[src/rtl/fir_bank_pkg.sv]
// Shared state encoding, width helpers and the output round/clamp stage
// used by the multi-bank FIR engine.
package fir_bank_pkg;

    typedef enum logic [1:0] {
        ST_IDLE,
        ST_MAC,
        ST_ROUND
    } fir_state_e;

    // Wide enough to hold any accumulator this engine will realistically be built with.
    localparam int RC_W = 128;

    function automatic int clog2_min1(input int n);
        return (n <= 2) ? 1 : $clog2(n);
    endfunction

    function automatic int acc_width(input int data_w, input int coef_w, input int taps);
        return data_w + coef_w + $clog2(taps) + 1;
    endfunction

    // Round half up, drop the fractional bits, restore mid-scale and saturate.
    function automatic logic [RC_W-1:0] round_clamp(
        input logic signed [RC_W-1:0] acc,
        input int                     frac_w,
        input int                     data_w,
        input logic                   dc_rm
    );
        logic signed [RC_W-1:0] one;
        logic signed [RC_W-1:0] half;
        logic signed [RC_W-1:0] y;
        logic signed [RC_W-1:0] max_v;
        one   = RC_W'(1);
        half  = '0;
        if (frac_w > 0) begin
            half = one << (frac_w - 1);
        end
        y = (acc + half) >>> frac_w;
        if (dc_rm) begin
            y = y + (one << (data_w - 1));
        end
        max_v = (one << data_w) - one;
        if (y[RC_W-1]) begin
            return '0;
        end else if (y > max_v) begin
            return max_v;
        end
        return y;
    endfunction

endpackage

[src/rtl/fir_delay_line.sv]
// Circular sample history with fill tracking, flush and a tap-offset read
// port; tap 0 is always the most recently written sample.
module fir_delay_line
    import fir_bank_pkg::*;
#(
    parameter int TAPS   = 23,
    parameter int DATA_W = 16,
    parameter int TAP_W  = 5
) (
    input  logic              clk,
    input  logic              rst,
    input  logic              wr_en,
    input  logic [DATA_W-1:0] wr_data,
    input  logic              flush,
    input  logic [TAP_W-1:0]  rd_tap,
    output logic [DATA_W-1:0] rd_data,
    output logic              rd_valid
);

    localparam logic [TAP_W-1:0] LAST_PTR = TAP_W'(TAPS - 1);
    localparam logic [TAP_W:0]   FULL     = (TAP_W + 1)'(TAPS);
    localparam logic [TAP_W:0]   LAST_EXT = (TAP_W + 1)'(TAPS - 1);

    logic [DATA_W-1:0] mem_q [TAPS];
    logic [TAP_W-1:0]  wr_ptr_q, wr_ptr_d;
    logic [TAP_W:0]    fill_q, fill_d;
    logic [TAP_W-1:0]  wr_addr;
    logic [TAP_W-1:0]  rd_addr;
    logic [TAP_W:0]    rd_sum;

    // Flush is applied before a same-cycle write, so that sample lands at slot 0 with fill 1.
    always_comb begin
        wr_ptr_d = wr_ptr_q;
        fill_d   = fill_q;
        if (flush) begin
            wr_ptr_d = '0;
            fill_d   = '0;
        end
        wr_addr = wr_ptr_d;
        if (wr_en) begin
            wr_ptr_d = (wr_ptr_d == LAST_PTR) ? '0 : wr_ptr_d + TAP_W'(1);
            if (fill_d != FULL) begin
                fill_d = fill_d + (TAP_W + 1)'(1);
            end
        end
    end

    always_comb begin
        rd_sum = {1'b0, wr_ptr_q} + LAST_EXT - {1'b0, rd_tap};
        if (rd_sum >= FULL) begin
            rd_sum = rd_sum - FULL;
        end
        rd_addr  = rd_sum[TAP_W-1:0];
        rd_data  = mem_q[rd_addr];
        rd_valid = ({1'b0, rd_tap} < fill_q);
    end

    always_ff @(posedge clk or posedge rst) begin
        if (rst) begin
            wr_ptr_q <= '0;
            fill_q   <= '0;
        end else begin
            wr_ptr_q <= wr_ptr_d;
            fill_q   <= fill_d;
        end
    end

    always_ff @(posedge clk) begin
        if (wr_en) begin
            mem_q[wr_addr] <= wr_data;
        end
    end

endmodule

[src/rtl/fir_filter_bank.sv]
// Multi-bank FIR engine: one MAC per clock over the stored history against a
// runtime-loadable coefficient bank, followed by a single round/clamp cycle.
module fir_filter_bank
    import fir_bank_pkg::*;
#(
    parameter int                TAPS       = 23,
    parameter int                DATA_W     = 16,
    parameter int                COEF_W     = 32,
    parameter int                FRAC_W     = 31,
    parameter int                NBANKS     = 3,
    parameter logic [NBANKS-1:0] DC_RM_MASK = NBANKS'(3'b110),
    localparam int               BANK_W     = clog2_min1(NBANKS),
    localparam int               TAP_W      = clog2_min1(TAPS),
    localparam int               ACC_W      = acc_width(DATA_W, COEF_W, TAPS)
) (
    input  logic                     clk,
    input  logic                     rst,
    input  logic                     start,
    input  logic [DATA_W-1:0]        sample_in,
    input  logic [BANK_W-1:0]        bank_sel,
    input  logic                     bypass,
    input  logic                     flush,
    input  logic                     coef_we,
    input  logic [BANK_W-1:0]        coef_bank,
    input  logic [TAP_W-1:0]         coef_addr,
    input  logic signed [COEF_W-1:0] coef_din,
    output logic [DATA_W-1:0]        result,
    output logic                     done,
    output logic                     busy,
    output logic                     overrun,
    output logic                     coef_err
);

    localparam int                    PROD_W   = DATA_W + 1 + COEF_W;
    localparam int                    IDX_W    = clog2_min1(NBANKS * TAPS);
    localparam logic [TAP_W-1:0]      LAST_TAP = TAP_W'(TAPS - 1);
    localparam logic [TAP_W:0]        TAPS_V   = (TAP_W + 1)'(TAPS);
    localparam logic [BANK_W:0]       NBANKS_V = (BANK_W + 1)'(NBANKS);
    localparam logic signed [DATA_W:0] MID     = (DATA_W + 1)'(1) << (DATA_W - 1);

    fir_state_e               state_q, state_d;
    logic [TAP_W-1:0]         tap_q, tap_d;
    logic signed [ACC_W-1:0]  acc_q, acc_d;
    logic [BANK_W-1:0]        bank_q, bank_d;
    logic                     flush_pend_q, flush_pend_d;
    logic [DATA_W-1:0]        result_q, result_d;
    logic                     done_q, done_d;
    logic                     busy_q, busy_d;
    logic                     overrun_q, overrun_d;
    logic                     coef_err_q, coef_err_d;

    logic signed [COEF_W-1:0] coef_ram [NBANKS * TAPS];
    logic [IDX_W-1:0]         coef_wr_idx;
    logic [IDX_W-1:0]         coef_rd_idx;
    logic signed [COEF_W-1:0] coef_rd;
    logic                     coef_wr_ok;

    logic                     accept;
    logic                     dl_flush;
    logic [DATA_W-1:0]        dl_data;
    logic                     dl_valid;
    logic                     dc_on;
    logic signed [DATA_W:0]   x;
    logic signed [PROD_W-1:0] tap_term;

    assign accept = start && (state_q == ST_IDLE);
    assign dc_on  = DC_RM_MASK[bank_q];

    // A flush seen while busy is parked and released on the cycle that produces done.
    assign dl_flush = ((state_q == ST_IDLE) && flush) ||
                      ((state_q == ST_ROUND) && (flush || flush_pend_q));

    fir_delay_line #(
        .TAPS   (TAPS),
        .DATA_W (DATA_W),
        .TAP_W  (TAP_W)
    ) u_delay_line (
        .clk      (clk),
        .rst      (rst),
        .wr_en    (accept),
        .wr_data  (sample_in),
        .flush    (dl_flush),
        .rd_tap   (tap_q),
        .rd_data  (dl_data),
        .rd_valid (dl_valid)
    );

    // The bank feeding an in-flight computation is write-protected until done.
    always_comb begin
        coef_wr_idx = IDX_W'(coef_bank) * IDX_W'(TAPS) + IDX_W'(coef_addr);
        coef_rd_idx = IDX_W'(bank_q) * IDX_W'(TAPS) + IDX_W'(tap_q);
        coef_rd     = coef_ram[coef_rd_idx];
        coef_wr_ok  = coef_we &&
                      ({1'b0, coef_addr} < TAPS_V) &&
                      ({1'b0, coef_bank} < NBANKS_V) &&
                      !((state_q != ST_IDLE) && (coef_bank == bank_q));
        coef_err_d  = coef_we && !coef_wr_ok;
    end

    always_ff @(posedge clk) begin
        if (coef_wr_ok) begin
            coef_ram[coef_wr_idx] <= coef_din;
        end
    end

    always_comb begin
        x = signed'({1'b0, dl_data});
        if (dc_on) begin
            x = x - MID;
        end
        tap_term = '0;
        if (dl_valid) begin
            tap_term = PROD_W'(x) * PROD_W'(coef_rd);
        end
    end

    always_comb begin
        state_d      = state_q;
        tap_d        = tap_q;
        acc_d        = acc_q;
        bank_d       = bank_q;
        flush_pend_d = flush_pend_q;
        result_d     = result_q;
        done_d       = 1'b0;
        overrun_d    = start && (state_q != ST_IDLE);
        case (state_q)
            ST_IDLE: begin
                flush_pend_d = 1'b0;
                if (start) begin
                    bank_d = bank_sel;
                    if (bypass) begin
                        result_d = sample_in;
                        done_d   = 1'b1;
                    end else begin
                        state_d = ST_MAC;
                        tap_d   = '0;
                        acc_d   = '0;
                    end
                end
            end
            ST_MAC: begin
                if (flush) begin
                    flush_pend_d = 1'b1;
                end
                acc_d = acc_q + ACC_W'(tap_term);
                if (tap_q == LAST_TAP) begin
                    state_d = ST_ROUND;
                end else begin
                    tap_d = tap_q + TAP_W'(1);
                end
            end
            ST_ROUND: begin
                result_d     = DATA_W'(round_clamp(RC_W'(acc_q), FRAC_W, DATA_W, dc_on));
                done_d       = 1'b1;
                flush_pend_d = 1'b0;
                state_d      = ST_IDLE;
            end
            default: begin
                state_d = ST_IDLE;
            end
        endcase
        busy_d = (state_d != ST_IDLE);
    end

    always_ff @(posedge clk or posedge rst) begin
        if (rst) begin
            state_q      <= ST_IDLE;
            tap_q        <= '0;
            acc_q        <= '0;
            bank_q       <= '0;
            flush_pend_q <= 1'b0;
            result_q     <= '0;
            done_q       <= 1'b0;
            busy_q       <= 1'b0;
            overrun_q    <= 1'b0;
            coef_err_q   <= 1'b0;
        end else begin
            state_q      <= state_d;
            tap_q        <= tap_d;
            acc_q        <= acc_d;
            bank_q       <= bank_d;
            flush_pend_q <= flush_pend_d;
            result_q     <= result_d;
            done_q       <= done_d;
            busy_q       <= busy_d;
            overrun_q    <= overrun_d;
            coef_err_q   <= coef_err_d;
        end
    end

    assign result   = result_q;
    assign done     = done_q;
    assign busy     = busy_q;
    assign overrun  = overrun_q;
    assign coef_err = coef_err_q;

endmodule

[config.mk]
export PLATFORM = sky130hd
export DESIGN_NAME = fir_filter_bank
export DESIGN_NICKNAME = d
export VERILOG_FILES = /design/src/rtl/fir_bank_pkg.sv /design/src/rtl/fir_delay_line.sv /design/src/rtl/fir_filter_bank.sv
export SDC_FILE = /design/constraint.sdc
export NUM_CORES = 2
export LEC_CHECK = 0
export ABC_CLOCK_PERIOD_IN_PS = 12100
export BUFFER_PORTS_ARGS = -buffer_cell sky130_fd_sc_hd__buf_4
export CORE_ASPECT_RATIO = 0.5
export CORE_MARGIN = 3
export CORE_UTILIZATION = 30
export CTS_BUF_LIST = sky130_fd_sc_hd__clkbuf_16
export DETAILED_ROUTE_END_ITERATION = 7
export MAX_ROUTING_LAYER = met4
export PLACE_DENSITY_LB_ADDON = 0.08
export RECOVER_POWER = 25
export SYNTH_ARGS = -nofsm -noshare
export SYNTH_HDL_FRONTEND = slang
export SYNTH_HIERARCHICAL = 1
export SYNTH_SLANG_ARGS = --single-unit
[constraint.sdc]
create_clock -name clk -period 12.1 [get_ports clk]
set_input_delay 1.21 -clock clk [delete_from_list [all_inputs] [get_ports clk]]
set_output_delay 1.21 -clock clk [all_outputs]
set_load 0.02 [all_outputs]
==> flow_results.org <==
** Run status
- The flow ran to the end, but the final reports show violations.
- Failing checks :: antenna rules, capacitance limit, slew limit

** Cells and area
- Number of nets in the layout :: 9741
- With fillers left out, the area of the finished cells amounts to 156000 um^2.
- Area delta synth->final :: 22.6%
- Number of fillers in the final layout :: 39597
- Fraction of final layout cells with drive strength greater than 1 :: 30.0%

** Timing
- In the finished design, the share of the clock period the worst path needs comes to 99.3%.
- Count of final hold-check violations :: 0
- Measured against its own limit, the worst slew margin works out to -186%.
- Finish-stage setup viols :: 0
- Final critical-path setup slack :: 0.0877 ns
- Total count of max-transition violations in the final report :: 2234
- The worst path needs 12.01 ns of the cycle, external delays included.
- Tightest Pin Transition :: 4.29 ns
- Maximum achievable frequency :: 0.0832 GHz
- RSZ-0062 raised after global routing :: true
- Max Clock Skew :: 0.0930 ns

** Route
- Number of vias per cell after detailed routing :: 4.89
- The count of nets left with antenna violations once routing finished came out at 1.
- Initial DRC Count :: 5961
- After detailed routing, the number of remaining DRC violations is 0.
- Final routed wirelength across all metal layers :: 406000 um
- Per-cell routed wire length :: 27.5 um
- Number of search-and-repair iterations in the first detailed-routing pass :: 5
- Routed via count :: 72168

** Worst setup path
- STA classifies the critical path endpoint as a flip-flop.
- In this run the worst path has a maximum fanout of 7.
- The worst setup path is of the reg2reg kind.
- The largest individual stage delay along the critical path comes from the cell sky130_fd_sc_hd__fa_4.
- In this run the critical register-to-register path is launched from bank_q[0]$_DFFE_PP0P_.
- Worst endpoint data arrival time :: 12.75 ns
- Required time reported for the critical path endpoint :: 12.84 ns
- Most common cell on crit path :: sky130_fd_sc_hd__fa_1
- Number of cells on the worst reg-to-reg path :: 46
- The critical path starts at bank_q[0]$_DFFE_PP0P_.
- STA classifies the critical path startpoint as a flip-flop.
- Biggest cell delay along the critical path :: 0.91 ns

** Floorplanning
- 83 I/O pins were placed.
- From left edge to right edge, the die measures 928 um.
- Initial standard-cell utilization of the core :: 30.3%
- The floorplan step defined a die boundary enclosing 434000 um^2.
- Chip height :: 467 um
- Total number of placement rows :: 168
- Core footprint :: 421000 um^2

** Yosys
- Number of flops mapped to enable cells by yosys :: 2576
- Counting flops and latches in the post-synthesis netlist gives 2671.
- In the synthesized netlist, the number of instances is 7729.
- The average instance in the mapped netlist occupies 16.5 um^2.
- Among all flip-flop cells after synthesis, the most frequent one is sky130_fd_sc_hd__edfxtp_1.
- Of all flip-flops after synthesis, the portion carrying an async set or reset was 3.56%.
- By area the synthesized netlist is led by sky130_fd_sc_hd__edfxtp_1 61%, sky130_fd_sc_hd__mux4_2 12%, sky130_fd_sc_hd__fa_1 8.3%, sky130_fd_sc_hd__ha_1 2.2%, sky130_fd_sc_hd__inv_1 1.9%.
- Summed over all instances, the cell type with the most area after synthesis is sky130_fd_sc_hd__edfxtp_1.
- During synthesis, Yosys emitted a total of 6 warnings.
- In this run the cell area of the synthesized design comes to 128000 um^2.
- Area share of the largest cell type after synthesis :: 60.6%
- The netlist uses 89 different library cells.
- The number of nets handed over by synthesis was 8542.
- Sequential share of the synthesized area :: 62.5%
- Synth cell count leaders :: 2576 x sky130_fd_sc_hd__edfxtp_1, 672 x sky130_fd_sc_hd__mux4_2, 645 x sky130_fd_sc_hd__inv_1
- Among all cell types in the netlist, the one instantiated most often is sky130_fd_sc_hd__edfxtp_1.

** Placement
- The wire-length estimate of the detail-placed layout is 255000 um.
- Setup slack after placement :: -0.816 ns
- The count of buffers added on input and output ports is 82.
- The placed instances occupy a cell area of 144000 um^2.
- Routability-driven placement finished with a final weighted congestion of 0.783.

** Global routing
- Vias in the first global route :: 75762
- Global-route wire length before repair :: 576000 um
- Number of antenna violations at the first check in global routing :: 23
- Overflow after GRT :: 0
- Entering global routing, the biggest net connects 70 pins.
- Global Route Usage Sum :: 18.9%

** CTS
- Clock network latency to the later pin of the worst-skew pair :: 0.90 ns
- No sink is reached through more buffers than the 4 on the longest clock path.
- The clock tree synthesis step divided the H-tree into 5 levels.
- Clock-pin slew was measured on the worst setup and hold paths at 0.07 ns.
- Clock tree from TritonCTS :: built
- Clock root buffer :: sky130_fd_sc_hd__clkbuf_16
- Clock Sink Count :: 2671
- In this run, CTS created clock tree buffers numbering 276.

** Run
- # Max-Cap Violations :: 41

** Worst hold path
- Hold Path Class :: in2async
-- through the flow --
| stage | setup TNS (ns) | cells | hold slack [ns] | utilization [%] |
|---|---|---|---|---|
| 2_1_floorplan | -0.00737 | 7729 | 0.456 | - |
| 3_3_place_gp | -8.36 | 14106 | 0.470 | 34.2 |
| 3_5_place_dp | -10.57 | 14106 | 0.478 | 34.2 |
| 4_1_cts | -0.0535 | 14651 | 0.356 | 36.6 |
| 5_1_grt | -2.83 | 14754 | 0.435 | 37.1 |
| 6_report | 0 | 14762 | 0.462 | 37.1 |
-- routing by layer --
metal	vias up	track usage, %	wire, um	share of wire (%)
met4	0	3.00	6740	1.7
met5	-	-	0	0
met2	1308	30.2	191000	47
met3	395	2.26	15600	3.8
li1	31545	-	-	-
met1	38920	26.7	193000	47
-- sequential cells by signal, summed over array words and instances (netlist names) --
signal                 flops
acc_q                     54
u_delay_line/mem_q       368
u_delay_line/wr_ptr_q      5
coef_ram                2208
u_delay_line/fill_q        6
busy                       1
tap_q                      5
done                       1
bank_q                     2
overrun                    1
coef_err                   1
result                    16
state_q                    2
flush_pend_q               1
-- cell families (layout without fill, tap and decap cells) --
family / count (synthesis) / in the layout / synth area share, %
muxes: 823 / 823 / 13.1
other: 0 / 10 / 0
adders and majority gates: 750 / 750 / 10.5
AOI/OAI and AO/OA: 701 / 701 / 3.61
and+or+nand+nor: 1641 / 1641 / 6.36
DFF: 2671 / 2671 / 62.5
buffers and inverters: 1011 / 2424 / 3.09
xor gates and xnor gates: 132 / 132 / 0.918
-- placed cells by master, fill, tap and decap left out, types with 157 or more instances in the layout --
master and count:
sky130_fd_sc_hd__a21oi_1 157, sky130_fd_sc_hd__buf_4 986, sky130_fd_sc_hd__clkbuf_16 292, sky130_fd_sc_hd__fa_1 512
sky130_fd_sc_hd__nand2_1 510, sky130_fd_sc_hd__nor2_1 225, sky130_fd_sc_hd__inv_1 661, sky130_fd_sc_hd__nor2b_1 210
sky130_fd_sc_hd__edfxtp_1 2576, sky130_fd_sc_hd__mux4_2 672, sky130_fd_sc_hd__ha_1 191
-- path summary, 6_finish.rpt --
| kind | to | slack, ns |
|---|---|---|
| max | acc_q[51]$_DFFE_PP0P_ | 0.09 |
| min | u_delay_line/fill_q[0]$_DFF_PP0_ | 0.46 |
| max reg2reg | acc_q[51]$_DFFE_PP0P_ | 0.09 |
| min reg2reg | acc_q[3]$_DFFE_PP0P_ | 0.49 |
| max in group asynchronous | acc_q[2]$_DFFE_PP0P_ | 9.60 |
| min in group clk | acc_q[3]$_DFFE_PP0P_ | 0.49 |
-- final cells by class --
cell class / count / area, um^2 / area share [%]
clock inverters: 212 / 1590 / 1.02
inverters: 645 / 2420 / 1.55
repair buffers: 1287 / 12000 / 7.70
multi-input cells: 4047 / 46600 / 29.8
well taps: 5610 / 7020 / 4.49
diodes: 10 / 25.0 / 0.0160
clock buffers: 280 / 7010 / 4.48
flip-flops and latches: 2671 / 79700 / 51.0
-- what timing repair did --
action / CTS / global route
gates resized for setup: 191 / 320
pin swaps: 100 / 238
hold buffers: 0 / 0
gates cloned: 2 / 12
setup endpoints to repair: 26 / 25
setup buffers: 53 / 98
-- critical path, delay by kind of cell, from the launching register on --
family	cells	cell delay, ns
AO/OA/AOI/OAI	15	3.31
XOR/XNOR	1	0.18
adder cells (fa/ha/maj)	10	4.84
buffers and inverters	13	1.54
flip-flops	1	0.41
multiplexers	2	0.89
AND/OR/NAND/NOR	5	0.66
Power is left out: the tool's default activity adds up to more than one toggle a clock period on the data nets, which glitch-free logic cannot reach.
